[src/rtl/pc_update_unit_pkg.sv]
// Shared encodings for the PC update unit: branch conditions, exception codes,
// exception-sequencer states and the default exception-vector base address.
package pc_update_unit_pkg;

   typedef enum logic [1:0] {
      BR_BEQ = 2'b00,
      BR_BNE = 2'b01,
      BR_BLE = 2'b10,
      BR_BGT = 2'b11
   } branch_op_e;

   typedef enum logic [1:0] {
      EXC_INVALID_OP = 2'b00,
      EXC_OVERFLOW   = 2'b01,
      EXC_DIV_ZERO   = 2'b10,
      EXC_RESERVED   = 2'b11
   } exc_code_e;

   typedef enum logic [1:0] {
      ST_IDLE  = 2'b00,
      ST_SAVE  = 2'b01,
      ST_FETCH = 2'b10,
      ST_LOAD  = 2'b11
   } state_e;

   localparam logic [31:0] VEC_BASE_DEFAULT = 32'd253;
   localparam logic [31:0] EPC_OFFSET       = 32'd4;

endpackage

[src/rtl/pc_update_unit_branch_cond_eval.sv]
// Combinational branch-condition evaluation from the ALU zero/greater-than flags.
module branch_cond_eval
   import pc_update_unit_pkg::*;
(
   input  logic [1:0] branch_op_i,
   input  logic       zero_i,
   input  logic       gt_i,
   output logic       taken_o
);

   always_comb begin
      taken_o = 1'b0;
      case (branch_op_e'(branch_op_i))
         BR_BEQ:  taken_o = zero_i;
         BR_BNE:  taken_o = !zero_i;
         BR_BLE:  taken_o = zero_i | !gt_i;
         BR_BGT:  taken_o = gt_i & !zero_i;
         default: taken_o = 1'b0;
      endcase
   end

endmodule

[src/rtl/pc_update_unit.sv]
// Program-counter register with branch-conditional update and a small
// exception sequencer that saves the faulting PC and fetches a one-byte vector.
module pc_update_unit
   import pc_update_unit_pkg::*;
#(
   parameter logic [31:0] RESET_PC = 32'h0000_0000,
   parameter logic [31:0] VEC_BASE = VEC_BASE_DEFAULT
)(
   input  logic        clk,
   input  logic        reset,
   input  logic [31:0] pc_next,
   input  logic        pc_write,
   input  logic        pc_write_cond,
   input  logic [1:0]  branch_op,
   input  logic        zero,
   input  logic        gt,
   input  logic        exc_req,
   input  logic [1:0]  exc_code,
   input  logic [7:0]  vec_data,
   output logic [31:0] pc,
   output logic [31:0] epc,
   output logic [31:0] vec_addr,
   output logic        vec_rd,
   output logic        exc_busy,
   output logic        branch_taken
);

   state_e      state_q,    state_d;
   exc_code_e   code_q,     code_d;
   logic [31:0] pc_q,       pc_d;
   logic [31:0] epc_q,      epc_d;
   logic [31:0] vec_addr_q, vec_addr_d;
   logic        vec_rd_q,   vec_rd_d;

   branch_cond_eval u_branch_cond_eval (
      .branch_op_i (branch_op),
      .zero_i      (zero),
      .gt_i        (gt),
      .taken_o     (branch_taken)
   );

   // The vector read strobe/address are set on entry to FETCH so they are
   // registered outputs that are valid for exactly the FETCH cycle.
   always_comb begin
      state_d    = state_q;
      code_d     = code_q;
      pc_d       = pc_q;
      epc_d      = epc_q;
      vec_rd_d   = 1'b0;
      vec_addr_d = 32'd0;
      case (state_q)
         ST_IDLE: begin
            if (exc_req && (exc_code_e'(exc_code) != EXC_RESERVED)) begin
               state_d = ST_SAVE;
               code_d  = exc_code_e'(exc_code);
            end else if (pc_write || (pc_write_cond && branch_taken)) begin
               pc_d = pc_next;
            end
         end
         ST_SAVE: begin
            epc_d      = pc_q - EPC_OFFSET;
            state_d    = ST_FETCH;
            vec_rd_d   = 1'b1;
            vec_addr_d = VEC_BASE + {30'd0, code_q};
         end
         ST_FETCH: begin
            state_d = ST_LOAD;
         end
         ST_LOAD: begin
            pc_d    = {24'd0, vec_data};
            state_d = ST_IDLE;
         end
         default: begin
            state_d = ST_IDLE;
         end
      endcase
   end

   always_ff @(posedge clk or negedge reset) begin
      if (!reset) begin
         state_q    <= ST_IDLE;
         code_q     <= EXC_INVALID_OP;
         pc_q       <= RESET_PC;
         epc_q      <= 32'd0;
         vec_rd_q   <= 1'b0;
         vec_addr_q <= 32'd0;
      end else begin
         state_q    <= state_d;
         code_q     <= code_d;
         pc_q       <= pc_d;
         epc_q      <= epc_d;
         vec_rd_q   <= vec_rd_d;
         vec_addr_q <= vec_addr_d;
      end
   end

   assign pc       = pc_q;
   assign epc      = epc_q;
   assign vec_rd   = vec_rd_q;
   assign vec_addr = vec_addr_q;
   assign exc_busy = (state_q != ST_IDLE);

endmodule

[config.mk]
export PLATFORM = sky130hd
export DESIGN_NAME = pc_update_unit
export DESIGN_NICKNAME = d
export VERILOG_FILES = /design/src/rtl/pc_update_unit_pkg.sv /design/src/rtl/pc_update_unit_branch_cond_eval.sv /design/src/rtl/pc_update_unit.sv
export SDC_FILE = /design/constraint.sdc
export NUM_CORES = 1
export LEC_CHECK = 0
export ABC_AREA = 0
export CAP_MARGIN = 5
export CORE_ASPECT_RATIO = 1.4
export CORE_MARGIN = 4
export CORE_UTILIZATION = 43
export DETAILED_ROUTE_END_ITERATION = 12
export GPL_ROUTABILITY_DRIVEN = 0
export GPL_TIMING_DRIVEN = 0
export PLACE_DENSITY = 0.81
export RECOVER_POWER = 50
export SKIP_LAST_GASP = 1
export SLEW_MARGIN = 0
export SYNTH_ARGS = -nofsm -noshare
export SYNTH_HDL_FRONTEND = slang
export SYNTH_SLANG_ARGS = --single-unit
[constraint.sdc]
create_clock -name clk -period 2.6 [get_ports clk]
set_input_delay 0.52 -clock clk [delete_from_list [all_inputs] [get_ports clk]]
set_output_delay 0.52 -clock clk [all_outputs]
set_load 0.005 [all_outputs]
Word-level counts from Yosys, hierarchy flattened
Cells that the tools add are included.

Memory bits (read-only): 0. Word-level logic and storage cells: 39. Memory bits (writable): 0. Bits in registers: 101. Latch bits: 0. Memories kept: 0. Output and inout bits: 99.

Order comparisons: 0. Shift operators: 0. Add/subtract/negate cells: 2. Divide/modulo/power cells: 0. $mul: 0. Reduce and logical (&&, ||, !) cells: 11. Equal/unequal tests: 10. Bitwise logic cells: 2. Muxes and demuxes: 8.

Operators with widths (count): two-way mux 32 bit (2); one-hot mux 32 bit (2 select lines) (1); subtractor 32 x 3 -> 32 bit (second input constant) (1); adder 8 x 2 -> 9 bit (first input constant) (1); two-way mux 9 bit (1); == test 2 bit (second input constant) (4); != test 2 bit (second input constant) (4); one-hot mux 2 bit (4 select lines) (1); == test 2 x 1 -> 1 bit (second input constant) (2); logical NOT 2 bit (2); one-hot mux 1 bit (4 select lines) (1); nonzero test 2 bit (2); AND reduction 3 bit (1); logical AND 1 bit (2); logical NOT 1 bit (2); two-way mux 2 bit (1); AND reduction 2 bit (1); AND 1 bit (1); logical OR 1 bit (1); two-way mux 1 bit (1); OR 1 bit (1).

Longest topological paths before layout
Gate-level depths: netlist of run 1.

Word-level depth: 8. Depth in mapped cells: 7.

Modules after synthesis
A second synthesis of run 1 with hierarchy kept.

Cells, all modules: 336. Area total of the unflattened synthesis: 3606.0 um2.

Modules (own cells, without submodules): pc_update_unit (cells each 333, area an instance 3584.7 um2, times used 1); branch_cond_eval (cells each 3, area an instance 21.3 um2, times used 1).

Worst setup path after synthesis of run 1
No wires, ideal clock.

Path type: input-to-reg. Start: in branch_op[1]. End: reg pc_q[4] (netlist: pc[4]). Path slack: 539 ps. Stages: 6. Arrival time: 1937 ps. Path buffers: 1. Cells stage by stage: nor2b_1 > or3_1 > a31o_2 > a22oi_2 > buf_4 > mux2_2.

Cells in the longest elaborated chain, start to end: 6.

RTL lines: start, declared (line pc_update_unit.sv:14) `input logic [1:0] branch_op,`; == test 2 bit, or another cell as far along (line pc_update_unit_branch_cond_eval.sv:13) `case (branch_op_e'(branch_op_i))`; one-hot mux 1 bit (4 select lines) (*) (line pc_update_unit_branch_cond_eval.sv:13); logical AND 1 bit (*) (line pc_update_unit.sv:56) `end else if (pc_write || (pc_write_cond && branch_taken)) begin`; logical OR 1 bit (*) (line pc_update_unit.sv:56); != test 2 bit (no source line) (*); AND reduction 3 bit (no source line) (*); end signal, assigned (line pc_update_unit.sv:90) `pc_q <= pc_d;`; end, declared (line pc_update_unit.sv:30) `logic [31:0] pc_q, pc_d;`.

Mark *: on every way between the ends. The rest lies on a longest branch, timed or not. A chain may end at the register's enable or synchronous reset.

Final worst setup path of run 1
Start: in branch_op[1]. End: out branch_taken.

Cells in the longest elaborated chain, start to end: 2.

RTL lines: == test 2 bit, or another cell as far along (line pc_update_unit_branch_cond_eval.sv:13); one-hot mux 1 bit (4 select lines) (*) (line pc_update_unit_branch_cond_eval.sv:13); end, declared (line pc_update_unit.sv:25) `output logic branch_taken`.

Marked as above.

==> flow_metrics.py, run 1 <==
metrics = {
    "status": {
        "outcome": "finished with violations",
        "violations": "capacitance limit, slew limit",
    },
    "setup_path": {
        "crit_fanout": 2,
        "worstSetupStartpointType": "input pin",
        "endpoint_kind": "output port",
        "r2r_setup_slack_ns": 0.27,
        "worstPathRequired_ns": 2.08,
        "critical_path_class": "in2out",
        "arrival_ns": 1.98,
    },
    "placed_design": {
        "io_buffer_count": 126,
        "place_area_mm2": 0.00506,
        "post-dp-hpwl_um": 7370,
        "dp_worst_setup_slack_ns": -0.277,
    },
    "global_route": {
        "grt_pass1_wl_um": 15500,
        "grt_max_degree": 74,
        "overflow": 0,
        "grt_pass1_vias": 3050,
        "grt_util_all_layers": 0.204,
        "antenna_found_initial": 0,
    },
    "worst_hold_path": {
        "min_path_type": "reg2reg",
    },
    "run": {
        "drv_cap": 1,
    },
    "detailed_routing": {
        "vias": 2985,
        "via_per_inst": 4.98,
        "drtAntennaViolNets": 0,
        "avgRoutedWirePerCell_um": 16.0,
        "first_pass_iters": 4,
        "drt_wl_total_um": 9610,
        "first_iter_violations": 89,
        "drc": 0,
    },
    "cts": {
        "numCtsBuffers": 9,
        "cts_hold_buf": 0,
        "cts-root-buf": "clkbuf_16",
        "numClockSinks": 73,
        "cts_max_level": 3,
        "path_clk_slew_ns": 0.05,
        "cts_buffer_depth": 2,
        "cts_tree": "done",
        "clk_latency_ns": 0.33,
    },
    "sta": {
        "drv_slew": 74,
        "worst_slack_ns": 0.104,
        "tightest_slew_ns": 1.78,
        "grt_setup_unrepaired": "no",
        "fin_crit_sh": 0.960,
        "tns_ns": 0,
        "slew_headroom": -0.185,
        "layout_min_cycle_time_ns": 2.50,
        "setup_viol": 0,
        "fmax_mhz": 401,
        "hold_violations": 0,
        "fin_skew_ns": 0.00393,
    },
    "yosys": {
        "synth_edf_count": 0,
        "synth.distinct_cells": 38,
        "synth_area_leader_cell": "dfrtp_1",
        "synth_warnings": 0,
        "synth_common_cells": "dfrtp_1, nor2_1, a21oi_1, buf_4, a22o_1",
        "synth_ff_type": "dfrtp_1",
        "synthTopCellsByArea": "dfrtp_1, buf_4, a22o_1, xnor2_1, nor2_1",
        "syn_area_mm2": 0.00359,
        "syn_area_per_cell_um2": 10.8,
        "ys_seq_area_frac": 0.509,
        "async_reset_ff_frac": 1.00,
        "synth_most_common_cell": "dfrtp_1",
        "ys_ff_latch": 73,
        "syn_inst": 333,
        "synth.top_cell.area_share": 0.509,
    },
    "cells_and_area": {
        "fin_nets": 550,
        "syn2layout_area_growth_pct": 49.2,
        "diodes": 0,
        "fin_area_mm2": 0.00535,
        "drive_gt1_frac": 0.147,
    },
    "power_and_ir_drop": {
        "p_sw_uw": 2200,
        "power_density_mw_per_mm2": 1150,
        "pwr-share-comb": 0.464,
        "internal_power_uw": 3980,
        "peakVddDrop_mv": 0.598,
        "switching_share": 0.356,
        "power_leakage_uw": 0.00236,
        "clock_power_share": 0.192,
        "seqPwrFrac": 0.344,
    },
    "floorplan": {
        "num_rows": 39,
        "die_h_um": 116,
        "die_area_mm2": 0.00989,
        "core-area_mm2": 0.00815,
        "die_x_um": 85.2,
        "num_io_pins": 150,
        "initial_core_util": 0.440,
    },
}
-- worst paths after layout --
path | start | end | depth (start not counted)
hold / removal | code_q[0] | vec_addr[0] | 1
setup reg to reg | pc[2] | epc[30] | 7
hold reg to reg | code_q[0] | vec_addr[0] | 1
setup / recovery | branch_op[1] | branch_taken | 5
min in group asynchronous | reset | pc[15] | 1
max in group asynchronous | reset | vec_addr[8] | 1
-- final cells by class --
class	count	area, um^2
fillers	676	2800
repair buffers	126	1260
flip-flops and latches	73	1830
clock buffers	14	284
well taps	102	128
clock inverters	2	10.0
multi-input cells	234	1560
inverters	7	26.3
plain buffers	41	268
-- registers in the layout, indices dropped and copies added (netlist names) --
signal	flops
epc	32
state_q	2
code_q	2
pc	32
vec_rd	1
vec_addr	4
-- per-stage QoR --
step / utilization / power, uW / std cells / hold slack, ns
finish: 0.657 / 6180 / 599 / 0.457
CTS: 0.657 / 6340 / 599 / 0.355
detailed placement: 0.621 / 5120 / 583 / 0.452
global placement: 0.621 / 5010 / 583 / 0.446
floorplan: - / 3540 / 355 / 0.224
global route: 0.657 / 6630 / 599 / 0.493
-- kinds of logic after synthesis --
logic type | synth area share
and+or+nand+nor | 0.145
DFF | 0.509
AOI/OAI and AO/OA | 0.115
buffers and inverters | 0.0819
xor gates and xnor gates | 0.0635
muxes | 0.0603
adders and majority gates | 0.0244
other | 0.00105
-- routing by layer --
layer,share of wire,vias to the layer above,GRT usage
li1,-,1437,-
met1,0.38,1418,0.235
met2,0.52,111,0.360
met3,0.068,19,0.0395
met4,0.030,0,0.100
met5,0,-,0
-- what timing repair did --
| item | 4_1_cts | 5_1_grt |
|---|---|---|
| gates resized for setup | 0 | 1 |
| endpoints found under the setup margin | 0 | 20 |
| hold endpoints to repair | 0 | 0 |
| setup buffers | 0 | 0 |
-- worst max-delay path, stage by stage --
cell and delay (ns):
clkdlybuf4s50_1 0.39, nor2b_1 0.14, or3_1 0.32, and2_1 0.17
clkdlybuf4s50_1 0.44
-- power by group through the flow --
stage	registers (uW)	logic, uW	clock network [uW]
floorplan	2110	1430	0
global placement	2130	2880	0
detailed placement	2150	2970	0
CTS	2140	2990	1210
global route	2210	3160	1260
finish	2120	2870	1190
-- placed cells by master, fill, tap and decap left out, types with 2 or more instances in the layout --
| cell type | n |
|---|---|
| clkbuf_8 | 4 |
| clkbuf_1 | 8 |
| clkinv_2 | 2 |
| a21oi_1 | 29 |
| ha_1 | 7 |
| nor4_1 | 9 |
| dlygate4sd3_1 | 31 |
| nand2_1 | 10 |
| xnor2_1 | 19 |
| or3_1 | 4 |
| buf_4 | 29 |
| nand3_1 | 4 |
| and2_1 | 3 |
| clkbuf_16 | 9 |
| nor3_1 | 9 |
| mux2i_1 | 7 |
| mux2_2 | 13 |
| buf_2 | 4 |
| dfrtp_1 | 73 |
| inv_1 | 7 |
| xor2_1 | 7 |
| nor2b_1 | 4 |
| clkdlybuf4s50_1 | 94 |
| o21ai_0 | 4 |
| conb_1 | 23 |
| nor2_1 | 44 |
| a22o_1 | 23 |
No activity file was read; power rests on OpenSTA's default activity.
==> inputs of run 2 (changes only) <==
CORE_UTILIZATION = 44   (was 43)
CTS_BUF_LIST = sky130_fd_sc_hd__clkbuf_4   (was not set)
PLACE_DENSITY = 0.82   (was 0.81)
==> run 2 against run 1 <==
Compared with the run above:
- the run still ends with capacitance limit, slew limit left
- hold slack better by 0.010 ns
- via count decreased by 0.30%
- global-route usage shrank 0.071 points
- largest cell class unchanged
==> flow_metrics.py, run 2 (synthesis results as in run 1) <==
metrics = {
    "setup_path": {
        "arrival_ns": 1.97,
        "crit_fanout": 2,
        "worstSetupStartpointType": "input pin",
        "critical_path_class": "in2out",
        "worstPathRequired_ns": 2.08,
        "endpoint_kind": "output port",
    },
    "floorplan": {
        "core-area_mm2": 0.00785,
        "initial_core_util": 0.457,
        "die_area_mm2": 0.00969,
        "die_x_um": 84.3,
        "die_h_um": 115,
        "num_io_pins": 150,
        "num_rows": 38,
    },
    "cts": {
        "cts_max_level": 3,
        "numCtsBuffers": 9,
        "clk_latency_ns": 0.44,
        "cts_resized": 0,
        "cts-root-buf": "clkbuf_4",
        "cts_hold_buf": 0,
        "cts_buffer_depth": 2,
        "cts_tree": "done",
        "numClockSinks": 73,
        "cts_setup_buffers": 0,
        "path_clk_slew_ns": 0.10,
    },
    "cells_and_area": {
        "final.fill_count": 612,
        "fin_nets": 550,
        "final_common_cell": "clkdlybuf4s50_1",
        "fin_util": 0.667,
        "syn2layout_area_growth_pct": 45.9,
        "fin_area_mm2": 0.00523,
        "drive_gt1_frac": 0.145,
        "diodes": 0,
        "mostFrequentLayoutCells": "clkdlybuf4s50_1, dfrtp_1, nor2_1",
    },
    "power_and_ir_drop": {
        "peakVddDrop_mv": 0.714,
        "power_leakage_uw": 0.00230,
        "power_density_mw_per_mm2": 1120,
        "total_power_uw": 5850,
    },
    "placed_design": {
        "post-dp-hpwl_um": 7290,
        "place_area_mm2": 0.00505,
        "io_buffer_count": 126,
    },
    "status": {
        "violations": "capacitance limit, slew limit",
        "outcome": "finished with violations",
    },
    "detailed_routing": {
        "vias": 2976,
        "first_pass_iters": 4,
        "drtAntennaViolNets": 0,
        "avgRoutedWirePerCell_um": 16.0,
        "first_iter_violations": 190,
        "drc": 0,
        "via_per_inst": 4.98,
        "drt_wl_total_um": 9540,
    },
    "sta": {
        "fin_skew_ns": 0.0120,
        "grt_setup_unrepaired": "no",
        "drv_slew": 74,
        "hold_violations": 0,
        "setup_viol": 0,
        "hold_ws_ns": 0.468,
        "layout_min_cycle_time_ns": 2.49,
        "slew_headroom": -0.181,
        "fmax_mhz": 402,
        "tightest_slew_ns": 1.77,
        "fin_crit_sh": 0.958,
    },
    "run": {
        "drv_cap": 1,
    },
    "global_route": {
        "overflow": 0,
        "grt_pass1_wl_um": 15200,
        "antenna_found_initial": 0,
        "grt_max_degree": 74,
        "grt_util_all_layers": 0.203,
        "grt_pass1_vias": 2982,
    },
    "worst_hold_path": {
        "min_path_type": "reg2reg",
    },
}
## run 2: layout make-up
type	instances	area, um^2	area share
Clock inverter	6	106	0.0203
Multi-Input combinational cell	234	1550	0.296
Buffer	41	268	0.0512
Clock buffer	10	75.1	0.0143
Tap cell	100	125	0.0239
Sequential cell	73	1830	0.349
Timing Repair Buffer	126	1260	0.240
Inverter	7	26.3	0.00502
## run 2: stage by stage
| step | setup slack [ns] | TNS, ns | cells |
|---|---|---|---|
| after CTS | 0.112 | 0 | 597 |
| after detailed placement | -0.301 | -5.79 | 581 |
| after global placement | -1.39 | -105.22 | 581 |
| after global routing | 0.0479 | 0 | 597 |
| after floorplan | 0.539 | 0 | 355 |
| final | 0.110 | 0 | 597 |
## run 2: routing by layer
| metal | routed length [um] | share of wire | up-vias | track usage |
|---|---|---|---|---|
| met5 | 0 | 0 | - | 0 |
| met1 | 3580 | 0.38 | 1408 | 0.228 |
| met2 | 5060 | 0.53 | 113 | 0.364 |
| met4 | 287 | 0.030 | 0 | 0.0933 |
| li1 | - | - | 1435 | - |
| met3 | 614 | 0.064 | 20 | 0.0480 |
## run 2: report_power, final
group | leakage, uW | switching (uW) | internal (uW)
registers | 0.000897 | 469 | 1650
logic | 0.00131 | 1260 | 1580
clock network | 0.0000940 | 399 | 493
total | 0.00230 | 2130 | 3720
## run 2: worst max-delay path, stage by stage
cell,delay [ns]
clkdlybuf4s50_1,0.40
nor2b_1,0.13
or3_1,0.32
and2_1,0.17
clkdlybuf4s50_1,0.43
## run 2: final timing paths
check / cells after the start / slack (ns) / startpoint / end
hold reg to reg: 1 / 0.47 / code_q[0] / vec_addr[0]
max in group asynchronous: 1 / 1.00 / reset / vec_addr[0]
hold / removal: 1 / 0.47 / code_q[0] / vec_addr[0]
setup / recovery: 5 / 0.11 / branch_op[1] / branch_taken
setup reg to reg: 7 / 0.20 / pc[2] / epc[28]
min in group asynchronous: 1 / 0.55 / reset / epc[16]
==> inputs of run 3 (changes only) <==
GPL_ROUTABILITY_DRIVEN = not set   (was 0)
==> results of run 3 <==
Same layout as run 2: the final DEF is identical, and so are final timing and power.
